## config.mk

```make
export PLATFORM = sky130hd
export DESIGN_NAME = pipemem_dbus_flat
export DESIGN_NICKNAME = d
export VERILOG_FILES = /design/src/rtl/pipemem_dbus_pkg.sv /design/src/rtl/pipemem_dbus_if.sv /design/src/rtl/pipemem_ldext.sv /design/src/rtl/pipemem_dbus.sv /design/src/flat_wrapper.sv
export SDC_FILE = /design/constraint.sdc
export NUM_CORES = 1
export LEC_CHECK = 0
export ABC_AREA = 1
export CAP_MARGIN = 10
export CELL_PAD_IN_SITES_DETAIL_PLACEMENT = 1
export CELL_PAD_IN_SITES_GLOBAL_PLACEMENT = 1
export CORE_ASPECT_RATIO = 1.1
export CORE_UTILIZATION = 33
export DETAILED_ROUTE_END_ITERATION = 7
export GPL_TIMING_DRIVEN = 0
export PLACE_DENSITY_LB_ADDON = 0.05
export SYNTH_ARGS = -nofsm -noshare
export SYNTH_HDL_FRONTEND = slang
export SYNTH_SLANG_ARGS = --single-unit
```

## constraint.sdc

```tcl
create_clock -name clk -period 3.75 [get_ports clk]
set_input_delay 0.375 -clock clk [delete_from_list [all_inputs] [get_ports clk]]
set_output_delay 0.375 -clock clk [all_outputs]
set_load 0.03 [all_outputs]
```

## src/rtl/pipemem_dbus_pkg.sv

```systemverilog
// Shared types for the MEM-stage data-bus unit: FSM states, access sizes,
// byte-enable patterns and the store-lane helper.
package pipemem_dbus_pkg;

  localparam int unsigned DATA_W = 32;
  localparam int unsigned BEN_W  = 4;

  typedef enum logic [1:0] {
    ST_IDLE = 2'd0,
    ST_REQ  = 2'd1,
    ST_DONE = 2'd2,
    ST_MIS  = 2'd3
  } state_e;

  localparam logic [1:0] SZ_B = 2'b00;
  localparam logic [1:0] SZ_H = 2'b01;
  localparam logic [1:0] SZ_W = 2'b10;

  localparam logic [BEN_W-1:0] BE_BYTE0   = 4'b0001;
  localparam logic [BEN_W-1:0] BE_HALF_LO = 4'b0011;
  localparam logic [BEN_W-1:0] BE_HALF_HI = 4'b1100;
  localparam logic [BEN_W-1:0] BE_WORD    = 4'b1111;

  typedef struct packed {
    logic [BEN_W-1:0]  be;
    logic [DATA_W-1:0] wdata;
  } st_lane_t;

  // Byte enables plus lane-replicated store data; size 2'b11 behaves as a word.
  function automatic st_lane_t store_lanes(input logic [1:0] size,
                                           input logic [1:0] off,
                                           input logic [DATA_W-1:0] data);
    st_lane_t l;
    case (size)
      SZ_B: begin
        l.be    = BE_BYTE0 << off;
        l.wdata = {4{data[7:0]}};
      end
      SZ_H: begin
        l.be    = off[1] ? BE_HALF_HI : BE_HALF_LO;
        l.wdata = {2{data[15:0]}};
      end
      default: begin
        l.be    = BE_WORD;
        l.wdata = data;
      end
    endcase
    return l;
  endfunction

  function automatic logic misaligned(input logic [1:0] size, input logic [1:0] off);
    case (size)
      SZ_B:    return 1'b0;
      SZ_H:    return off[0];
      default: return off != 2'b00;
    endcase
  endfunction

endpackage

```

## src/rtl/pipemem_dbus_if.sv

```systemverilog
// Data-bus req/ack channel between the MEM stage (master) and memory (slave).
interface pipemem_dbus_if
  import pipemem_dbus_pkg::*;
#(
  parameter int unsigned ADDR_W = 32
);
  logic              req;
  logic              we;
  logic [ADDR_W-1:0] addr;
  logic [BEN_W-1:0]  be;
  logic [DATA_W-1:0] wdata;
  logic              ack;
  logic [DATA_W-1:0] rdata;

  modport master (output req, we, addr, be, wdata, input ack, rdata);
  modport slave  (input req, we, addr, be, wdata, output ack, rdata);
endinterface

```

## src/rtl/pipemem_ldext.sv

```systemverilog
// Load-data lane select and sign/zero extension; purely combinational so a
// later cache read path can reuse it.
module pipemem_ldext
  import pipemem_dbus_pkg::*;
(
  input  logic [DATA_W-1:0] rdata,
  input  logic [1:0]        off,
  input  logic [1:0]        size,
  input  logic              sgn,
  output logic [DATA_W-1:0] data_c
);

  logic [7:0]  lane_b;
  logic [15:0] lane_h;

  assign lane_b = rdata[{off, 3'b000} +: 8];
  assign lane_h = off[1] ? rdata[31:16] : rdata[15:0];

  always_comb begin
    data_c = rdata;
    case (size)
      SZ_B:    data_c = {{24{sgn & lane_b[7]}}, lane_b};
      SZ_H:    data_c = {{16{sgn & lane_h[15]}}, lane_h};
      default: data_c = rdata;
    endcase
  end

endmodule

```

## src/rtl/pipemem_dbus.sv

```systemverilog
// MEM-stage data-bus unit: issues req/ack bus cycles for loads/stores, stalls
// the pipeline while busy, flags misalignment. Build option PIPEMEM_TIMEOUT_EN
// adds a bus-error abort after TIMEOUT_CYC unacknowledged request cycles.
module pipemem_dbus
  import pipemem_dbus_pkg::*;
#(
  parameter int unsigned ADDR_W = 32
`ifdef PIPEMEM_TIMEOUT_EN
  , parameter int unsigned TIMEOUT_CYC = 255
`endif
) (
  input  logic              clk,
  input  logic              clrn,
  input  logic [31:0]       malu,
  input  logic [31:0]       mb,
  input  logic              mwmem,
  input  logic              mm2reg,
  input  logic [1:0]        msize,
  input  logic              msigned,
  output logic [31:0]       mmo,
  output logic              mstall,
  output logic              mexc_misalign,
  output logic              mexc_buserr,
  pipemem_dbus_if.master    dbus
);

  state_e            state;
  logic              acc;
  logic              misal_c;
  st_lane_t          lane_c;
  logic [1:0]        ld_off;
  logic [1:0]        ld_size;
  logic              ld_sgn;
  logic [DATA_W-1:0] ld_data_c;

`ifdef PIPEMEM_TIMEOUT_EN
  localparam int unsigned CNT_W = ($clog2(TIMEOUT_CYC) > 8) ? $clog2(TIMEOUT_CYC) : 8;
  localparam logic [CNT_W-1:0] CNT_LAST = CNT_W'(TIMEOUT_CYC - 1);
  logic [CNT_W-1:0] wait_cnt;
`endif

  assign acc     = mwmem | mm2reg;
  assign misal_c = misaligned(msize, malu[1:0]);
  assign lane_c  = store_lanes(msize, malu[1:0], mb);

  // Stall from registered state: low in DONE/MIS so MEM/WB captures mmo.
  assign mstall = acc & ((state == ST_IDLE) | (state == ST_REQ));

  // Extraction uses the lane info latched at request time.
  pipemem_ldext u_ldext (
    .rdata  (dbus.rdata),
    .off    (ld_off),
    .size   (ld_size),
    .sgn    (ld_sgn),
    .data_c (ld_data_c)
  );

  always_ff @(posedge clk or negedge clrn) begin
    if (!clrn) begin
      state         <= ST_IDLE;
      mmo           <= '0;
      mexc_misalign <= 1'b0;
      mexc_buserr   <= 1'b0;
      dbus.req      <= 1'b0;
      dbus.we       <= 1'b0;
      dbus.addr     <= '0;
      dbus.be       <= '0;
      dbus.wdata    <= '0;
      ld_off        <= '0;
      ld_size       <= SZ_B;
      ld_sgn        <= 1'b0;
`ifdef PIPEMEM_TIMEOUT_EN
      wait_cnt      <= '0;
`endif
    end else begin
      mexc_misalign <= 1'b0;
      mexc_buserr   <= 1'b0;
      case (state)
        ST_IDLE: begin
          if (acc && misal_c) begin
            state         <= ST_MIS;
            mexc_misalign <= 1'b1;
            mmo           <= '0;
          end else if (acc) begin
            state      <= ST_REQ;
            dbus.req   <= 1'b1;
            dbus.we    <= mwmem;
            dbus.addr  <= {malu[ADDR_W-1:2], 2'b00};
            dbus.be    <= lane_c.be;
            dbus.wdata <= lane_c.wdata;
            ld_off     <= malu[1:0];
            ld_size    <= msize;
            ld_sgn     <= msigned;
`ifdef PIPEMEM_TIMEOUT_EN
            wait_cnt   <= '0;
`endif
          end
        end
        ST_REQ: begin
          if (dbus.ack) begin
            state    <= ST_DONE;
            dbus.req <= 1'b0;
            if (!dbus.we) mmo <= ld_data_c;
          end
`ifdef PIPEMEM_TIMEOUT_EN
          else if (wait_cnt == CNT_LAST) begin
            state       <= ST_DONE;
            dbus.req    <= 1'b0;
            mexc_buserr <= 1'b1;
            mmo         <= '0;
          end else begin
            wait_cnt <= wait_cnt + CNT_W'(1);
          end
`endif
        end
        ST_DONE: state <= ST_IDLE;
        ST_MIS:  state <= ST_IDLE;
        default: state <= ST_IDLE;
      endcase
    end
  end

endmodule

```

## src/flat_wrapper.sv

```systemverilog
// flat-port wrapper written by rule: the top's interface ports become plain ports
module pipemem_dbus_flat import pipemem_dbus_pkg::*;
#(
  parameter int unsigned ADDR_W = 32

)
  (clk, clrn, malu, mb, mwmem, mm2reg, msize, msigned, mmo, mstall, mexc_misalign, mexc_buserr, dbus_req, dbus_we, dbus_addr, dbus_be, dbus_wdata, dbus_ack, dbus_rdata);
  pipemem_dbus_if #(.ADDR_W(ADDR_W)) dbus_i ();
  input  logic clk;
  input  logic clrn;
  input  logic [31:0] malu;
  input  logic [31:0] mb;
  input  logic mwmem;
  input  logic mm2reg;
  input  logic [1:0] msize;
  input  logic msigned;
  output logic [31:0] mmo;
  output logic mstall;
  output logic mexc_misalign;
  output logic mexc_buserr;
  output wire logic [$bits(dbus_i.req)-1:0] dbus_req;
  output wire logic [$bits(dbus_i.we)-1:0] dbus_we;
  output wire logic [$bits(dbus_i.addr)-1:0] dbus_addr;
  output wire logic [$bits(dbus_i.be)-1:0] dbus_be;
  output wire logic [$bits(dbus_i.wdata)-1:0] dbus_wdata;
  input wire logic [$bits(dbus_i.ack)-1:0] dbus_ack;
  input wire logic [$bits(dbus_i.rdata)-1:0] dbus_rdata;
  assign dbus_req = dbus_i.req;
  assign dbus_we = dbus_i.we;
  assign dbus_addr = dbus_i.addr;
  assign dbus_be = dbus_i.be;
  assign dbus_wdata = dbus_i.wdata;
  assign dbus_i.ack = dbus_ack;
  assign dbus_i.rdata = dbus_rdata;
  pipemem_dbus #(.ADDR_W(ADDR_W)) u_core (.clk(clk), .clrn(clrn), .malu(malu), .mb(mb), .mwmem(mwmem), .mm2reg(mm2reg), .msize(msize), .msigned(msigned), .mmo(mmo), .mstall(mstall), .mexc_misalign(mexc_misalign), .mexc_buserr(mexc_buserr), .dbus(dbus_i));
endmodule
```

==> run metrics, run 1 <==
status=complete, no violations; placed insts=1,065; Pleak=0.00377 uW; Warnings, synthesis=0; number of nets in the layout=984; Fin. Hold Viols=0; number of cell rows=47; critical path peak fanout=4; Resized Gates After CTS=0; mapped cell area=5140 um2; n_diodes=0; final std cells w/o fill=1,081; fin area=7760 um2; All-Layer GR Usage=24.3%; pwr/cell area=861 nW/um2; Worst-Margin Slew=723 ps; Initial Util=34.0%; via count of the first global-routing pass=5,771; CTS tree=done; number of vias per cell=4.85; Worst Path Arrival=1770 ps; die width=121 um; VDD IR-drop max=0.366 mV; placer congestion estimate=0.859; worst path required time=3380 ps; part of the power in registers=29.3%; Setup Fix Bufs, Post-CTS=0; endpoint class of the critical path=output pin; logic gate share of total power=56.0%; largest buffer count on any clock path=2; Clock Power Share=14.7%; min cycle time layout=2150 ps; initial antenna violation count=0; # hold bufs at CTS=0; CP max stage delay=620 ps; crit-path cells=clkdlybuf4s50_1, nor2_1, nor2_1, clkdlybuf4s50_1; unrepaired setup endpoints after global routing=no; max-cap viol count=0; P_sw=3060 uW; RR Endpoint=u_core.mmo[15]; WS Path Type=primary input to output pin; H-tree lvl count=3; drt pass-1 iters=4; FF-to-FF setup slack=1960 ps; die area=16,100 um2; Root Buffer=clkbuf_16; period utilization=57.2%; Mean Syn Cell Area=7.76 um2; Routed Antenna Nets=0; worst r2r src=u_core.state[1]; fmax=0.466 GHz; Hold WC Path Type=primary input to asynchronous set/reset pin; clock sink count=108; total CTS buffers=9; Wirelength per Cell=17.3 um; CP Buf/Inv Count=2; Netlist cell types=27; Seq/Total Area, Yosys=52.6%; share of cells above drive strength 1=7.12%; clock slew at reported path FFs=70 ps; maximum number of pins on one net before global-route repair=57; Rel. slew slack=51.8%; first-pass GRT wire length=29.8 mm; Crit-path slowest cell=clkdlybuf4s50_1; Post-Syn Instances=662; Critical Path Source Type=primary input; via count=5,239; delay-heaviest family, CP=buffers and inverters; area of the core=15,100 um2; initial DRC count=224; WL final=18.7 mm; Worst Skew=9.29 ps; Placed Area=7460 um2; height of the chip=133 um; final hold slack=64.5 ps; Max Slew Vio Count=0; port buffer count=204; R2R depth=7; DRC=0; hpwl dp=14.4 mm; Net Sw Frac=45.8%; final worst slack=1600 ps; Ports=209; Clock Latency Late Sink=360 ps; # setup viols final=0; DP Worst Slack=1590 ps; Synth Register Bits=108; Area Overhead vs Synth=51.0%; P_int=3620 uW; global route overflow=0
synth_stat cells (all sizes together):
library cell | count | area, um2
o21ai | 46 | 230
or2 | 4 | 25.0
nand3 | 65 | 343
o211ai | 2 | 15.0
a31oi | 2 | 12.5
o22ai | 1 | 6.26
buf | 26 | 179
clkinv | 1 | 3.75
nand2 | 301 | 1160
inv | 19 | 76.3
clkbuf | 14 | 52.6
conb | 1 | 3.75
dfrtp | 108 | 2700
nor2 | 47 | 205
a21oi | 25 | 125
metal layers:
| metal | up-vias | GRT usage [%] | part of all wire [%] |
|---|---|---|---|
| met5 | - | 0 | 0 |
| met1 | 2534 | 27.9 | 39 |
| met3 | 20 | 7.59 | 7.6 |
| met4 | 0 | 6.93 | 1.6 |
| met2 | 156 | 43.1 | 52 |
| li1 | 2529 | - | - |
per-stage QoR:
stage | TNS [ps] | util [%] | power, uW
3_5_place_dp | 0 | 49.4 | 5750
5_1_grt | 0 | 51.4 | 7130
3_3_place_gp | -213280 | 49.2 | 5640
6_report | 0 | 51.4 | 6680
2_1_floorplan | 0 | - | 4120
4_1_cts | 0 | 51.4 | 6770
area by class of cell:
| type | instances | area (um2) |
|---|---|---|
| plain buffers | 40 | 231 |
| flip-flops and latches | 108 | 2700 |
| multi-input cells | 496 | 2130 |
| well taps | 196 | 245 |
| fillers | 1839 | 7350 |
| repair buffers | 205 | 2070 |
| inverters | 20 | 80.1 |
| clock inverters | 5 | 58.8 |
| clock buffers | 11 | 243 |
how the worst max path moves through the flow:
| stage | slack (ps) | start | end | depth (start not counted) |
|---|---|---|---|---|
| after global placement | -1980 | clrn | u_core.dbus.addr[20] | 1 |
| after CTS | 1580 | mwmem | mstall | 4 |
| after floorplan | 2350 | msize[1] | u_core.dbus.addr[20] | 9 |
| after global routing | 1530 | mwmem | mstall | 4 |
| after detailed placement | 1590 | mwmem | mstall | 4 |
| final | 1600 | mwmem | mstall | 4 |
sequential cells by signal (all words and copies together) (netlist names):
signal	flops
u_core.dbus.wdata	32
u_core.mmo	32
u_core.dbus.addr	30
u_core.dbus.be	4
u_core.ld_off	2
u_core.ld_size	2
u_core.state	2
u_core.dbus.req	1
u_core.dbus.we	1
u_core.ld_sgn	1
u_core.mexc_misalign	1
worst register-to-register path: stages (launching register included):
cell and delay, ps:
dfrtp_1 400, nor2_1 150, nand2_1 110, nor2_1 350
inv_2 170, clkbuf_1 290, nand3_1 160, nand2_1 60
power by group through the flow:
stage	Sequential (uW)	Clock [uW]	Combinational [uW]
final	1960	983	3740
after global routing	2020	1050	4060
after CTS	1960	1010	3800
after floorplan	2850	0	1270
after detailed placement	1970	0	3780
after global placement	1950	0	3690
cell families after synthesis:
family	Yosys count	share of synthesized area, %
buffers and inverters	60	6.06
AND/OR/NAND/NOR	417	33.7
other	1	0.0730
flip-flops	108	52.6
AO/OA/AOI/OAI	76	7.57
cell usage in the layout (no fill, tap or decap), types with 2 or more instances in the layout:
cell / n
a21oi_1: 25
a31oi_1: 2
buf_2: 14
buf_4: 8
buf_6: 5
clkbuf_1: 15
clkbuf_16: 9
clkdlybuf4s50_1: 203
clkinvlp_4: 2
conb_1: 3
dfrtp_1: 108
inv_1: 15
inv_2: 3
inv_6: 2
nand2_1: 295
nand2_2: 3
nand2_4: 3
nand3_1: 63
nor2_1: 43
nor2_2: 2
o211ai_1: 2
o21ai_0: 31
o21ai_1: 15
or2_2: 4
No activity file was read; power rests on OpenSTA's default activity.
==> run 2: changes to the inputs <==
- CORE_UTILIZATION: 33 -> 30
- clock period: 3.75 -> 2 ns (I/O delays scaled with it)
==> run 2 against run 1 <==
Design area is 0.85% higher; combinational power is 87% higher; final cell count is 0.83% higher; worst hold slack better by 140 ps; routed wire length is 4.2% higher; first-iteration DRC count is 16% higher; count of clock-buffer cells in the layout is 1 lower; global-route usage is 1.7 points lower; clock skew hardly changed; largest cell class unchanged.
==> run metrics, run 2 (synthesis results as in run 1) <==
status=complete, no violations; hold depth=3; die area=17,700 um2 (+9.8%); final hold slack=208 ps (+143 ps); Hold EP=u_core.dbus.wdata[19]; endpoint class of the critical path=register; min cycle time layout=1800 ps; Max Slew Vio Count=0 (unchanged); clock sink count=108 (unchanged); Routed Antenna Nets=0 (unchanged); maximum number of pins on one net before global-route repair=56 (-1.8%); initial DRC count=259 (+16%); crit-path cells=nor2_1, nand2_1, nor2_1, inv_2, clkbuf_1, nand3_1, nand2_1; Fin. Hold Viols=0 (unchanged); R2R depth=7 (unchanged); max-cap viol count=0 (unchanged); die width=127 um (+4.8%); number of nets in the layout=985 (+0.10%); critical path peak fanout=10 (+6); global route overflow=0 (unchanged); Resized Gates After CTS=0 (unchanged); via count=5,312 (+1.4%); pwr/cell area=1640 nW/um2 (+90%); worst path required time=2250 ps (-1130 ps); first-pass GRT wire length=30.9 mm (+3.7%); Root Buffer=clkbuf_16; share of cells above drive strength 1=7.11% (-0.0080 points); height of the chip=139 um (+4.8%); Setup Fix Bufs, Post-CTS=0 (unchanged); area occupied by multi-input gates=2130 um2 (unchanged); area of the core=16,600 um2 (+9.5%); Worst-Margin Slew=784 ps (+60.4 ps); period utilization=89.8%; VDD IR-drop max=0.810 mV (+120%); hold path startpoint=msize[1]; Largest regs=u_core.dbus.wdata (32), u_core.mmo (32), u_core.dbus.addr (30); Worst Path Arrival=2040 ps (+270 ps); DRC=0 (unchanged); clock slew at reported path FFs=70 ps (about the same); Rel. slew slack=47.7% (-4.0 points); port buffer count=204 (unchanged); FF-to-FF setup slack=200 ps (-1760 ps); RR Endpoint=u_core.mmo[15]; Pleak=0.00380 uW (+0.83%); register area=2700 um2 (unchanged); WL final=19.5 mm (+4.2%); WS Path Type=register to register; Worst Skew=9.41 ps (+0.118 ps); number of cell rows=49 (+4.3%); # hold bufs at CTS=1 (+1); CTS tree=done; most frequent cells in the layout=295 x nand2_1, 203 x clkdlybuf4s50_1, 108 x dfrtp_1; # setup viols final=0 (unchanged); total CTS buffers=9 (unchanged); All-Layer GR Usage=22.7% (-1.7 points); drt pass-1 iters=4 (unchanged); initial antenna violation count=0 (unchanged); via count of the first global-routing pass=5,781 (+0.17%); hpwl dp=14.8 mm (+2.4%); Ports=209 (unchanged); placer congestion estimate=0.861 (+0.20%); n_diodes=0 (unchanged); leading cell type in the layout, fill and taps excluded=nand2_1; H-tree lvl count=3 (unchanged); Clock Latency Late Sink=360 ps (about the same); number of vias per cell=4.87 (+0.56%); Placed Area=7470 um2 (+0.13%); worst r2r src=u_core.state[1]; Hold WC Path Type=primary input to register; largest buffer count on any clock path=2 (unchanged); CP max stage delay=410 ps (-210 ps); Wirelength per Cell=17.9 um (+3.4%); Fillers=2,032 (+10%); Finished Core Util=47.3% (-4.1 points); fmax=0.557 GHz; fin area=7830 um2 (+0.85%); Area Overhead vs Synth=52.3%; unrepaired setup endpoints after global routing=no; Initial Util=31.1% (-3.0 points); final std cells w/o fill=1,090 (+0.83%); Crit-path slowest cell=dfrtp_1; placed insts=1,073 (+0.75%); Critical Path Source Type=register
[run 2: final cells by class]
type / count / area share, %
Inverter: 20 / 1.02
Tap cell: 204 / 3.26
Timing Repair Buffer: 206 / 26.5
Clock buffer: 10 / 2.93
Buffer: 40 / 2.96
Sequential cell: 108 / 34.5
Multi-Input combinational cell: 496 / 27.3
Clock inverter: 6 / 1.52
[run 2: metrics by stage]
| stage | setup slack [ps] | total power, uW | TNS [ps] |
|---|---|---|---|
| 2_1_floorplan | 633 | 7720 | 0 |
| 3_3_place_gp | -3520 | 10600 | -378600 |
| 3_5_place_dp | 49.9 | 10800 | 0 |
| 4_1_cts | 176 | 13000 | 0 |
| 5_1_grt | 34.2 | 13600 | 0 |
| 6_report | 204 | 12800 | 0 |
[run 2: report_power, final]
part           total [uW]  switching [uW]  internal, uW
combinational        7010            4360          2650
clock                2130             886          1240
sequential           3680             560          3120
[run 2: how the worst max path moves through the flow]
stage,from,end,slack [ps]
global route,u_core.state[1],u_core.mmo[15],30
finish,u_core.state[1],u_core.mmo[15],200
floorplan,u_core.state[1],u_core.dbus.addr[20],630
CTS,u_core.state[1],u_core.mmo[16],180
detailed placement,dbus_ack,u_core.mmo[16],50
global placement,clrn,u_core.dbus.addr[17],-3520
[run 2: metal layers]
metal  wire, um  vias up  track usage, %
met1       7730     2588            25.6
met3       1370       28            6.07
li1           -     2528               -
met4        461        0            8.83
met5          0        -               0
met2       9920      168            40.4
[run 2: critical path, delay by kind of cell (launching register included)]
family	cells	cell delay, ps
buf+inv	2	480
flops	1	410
simple gates	5	790
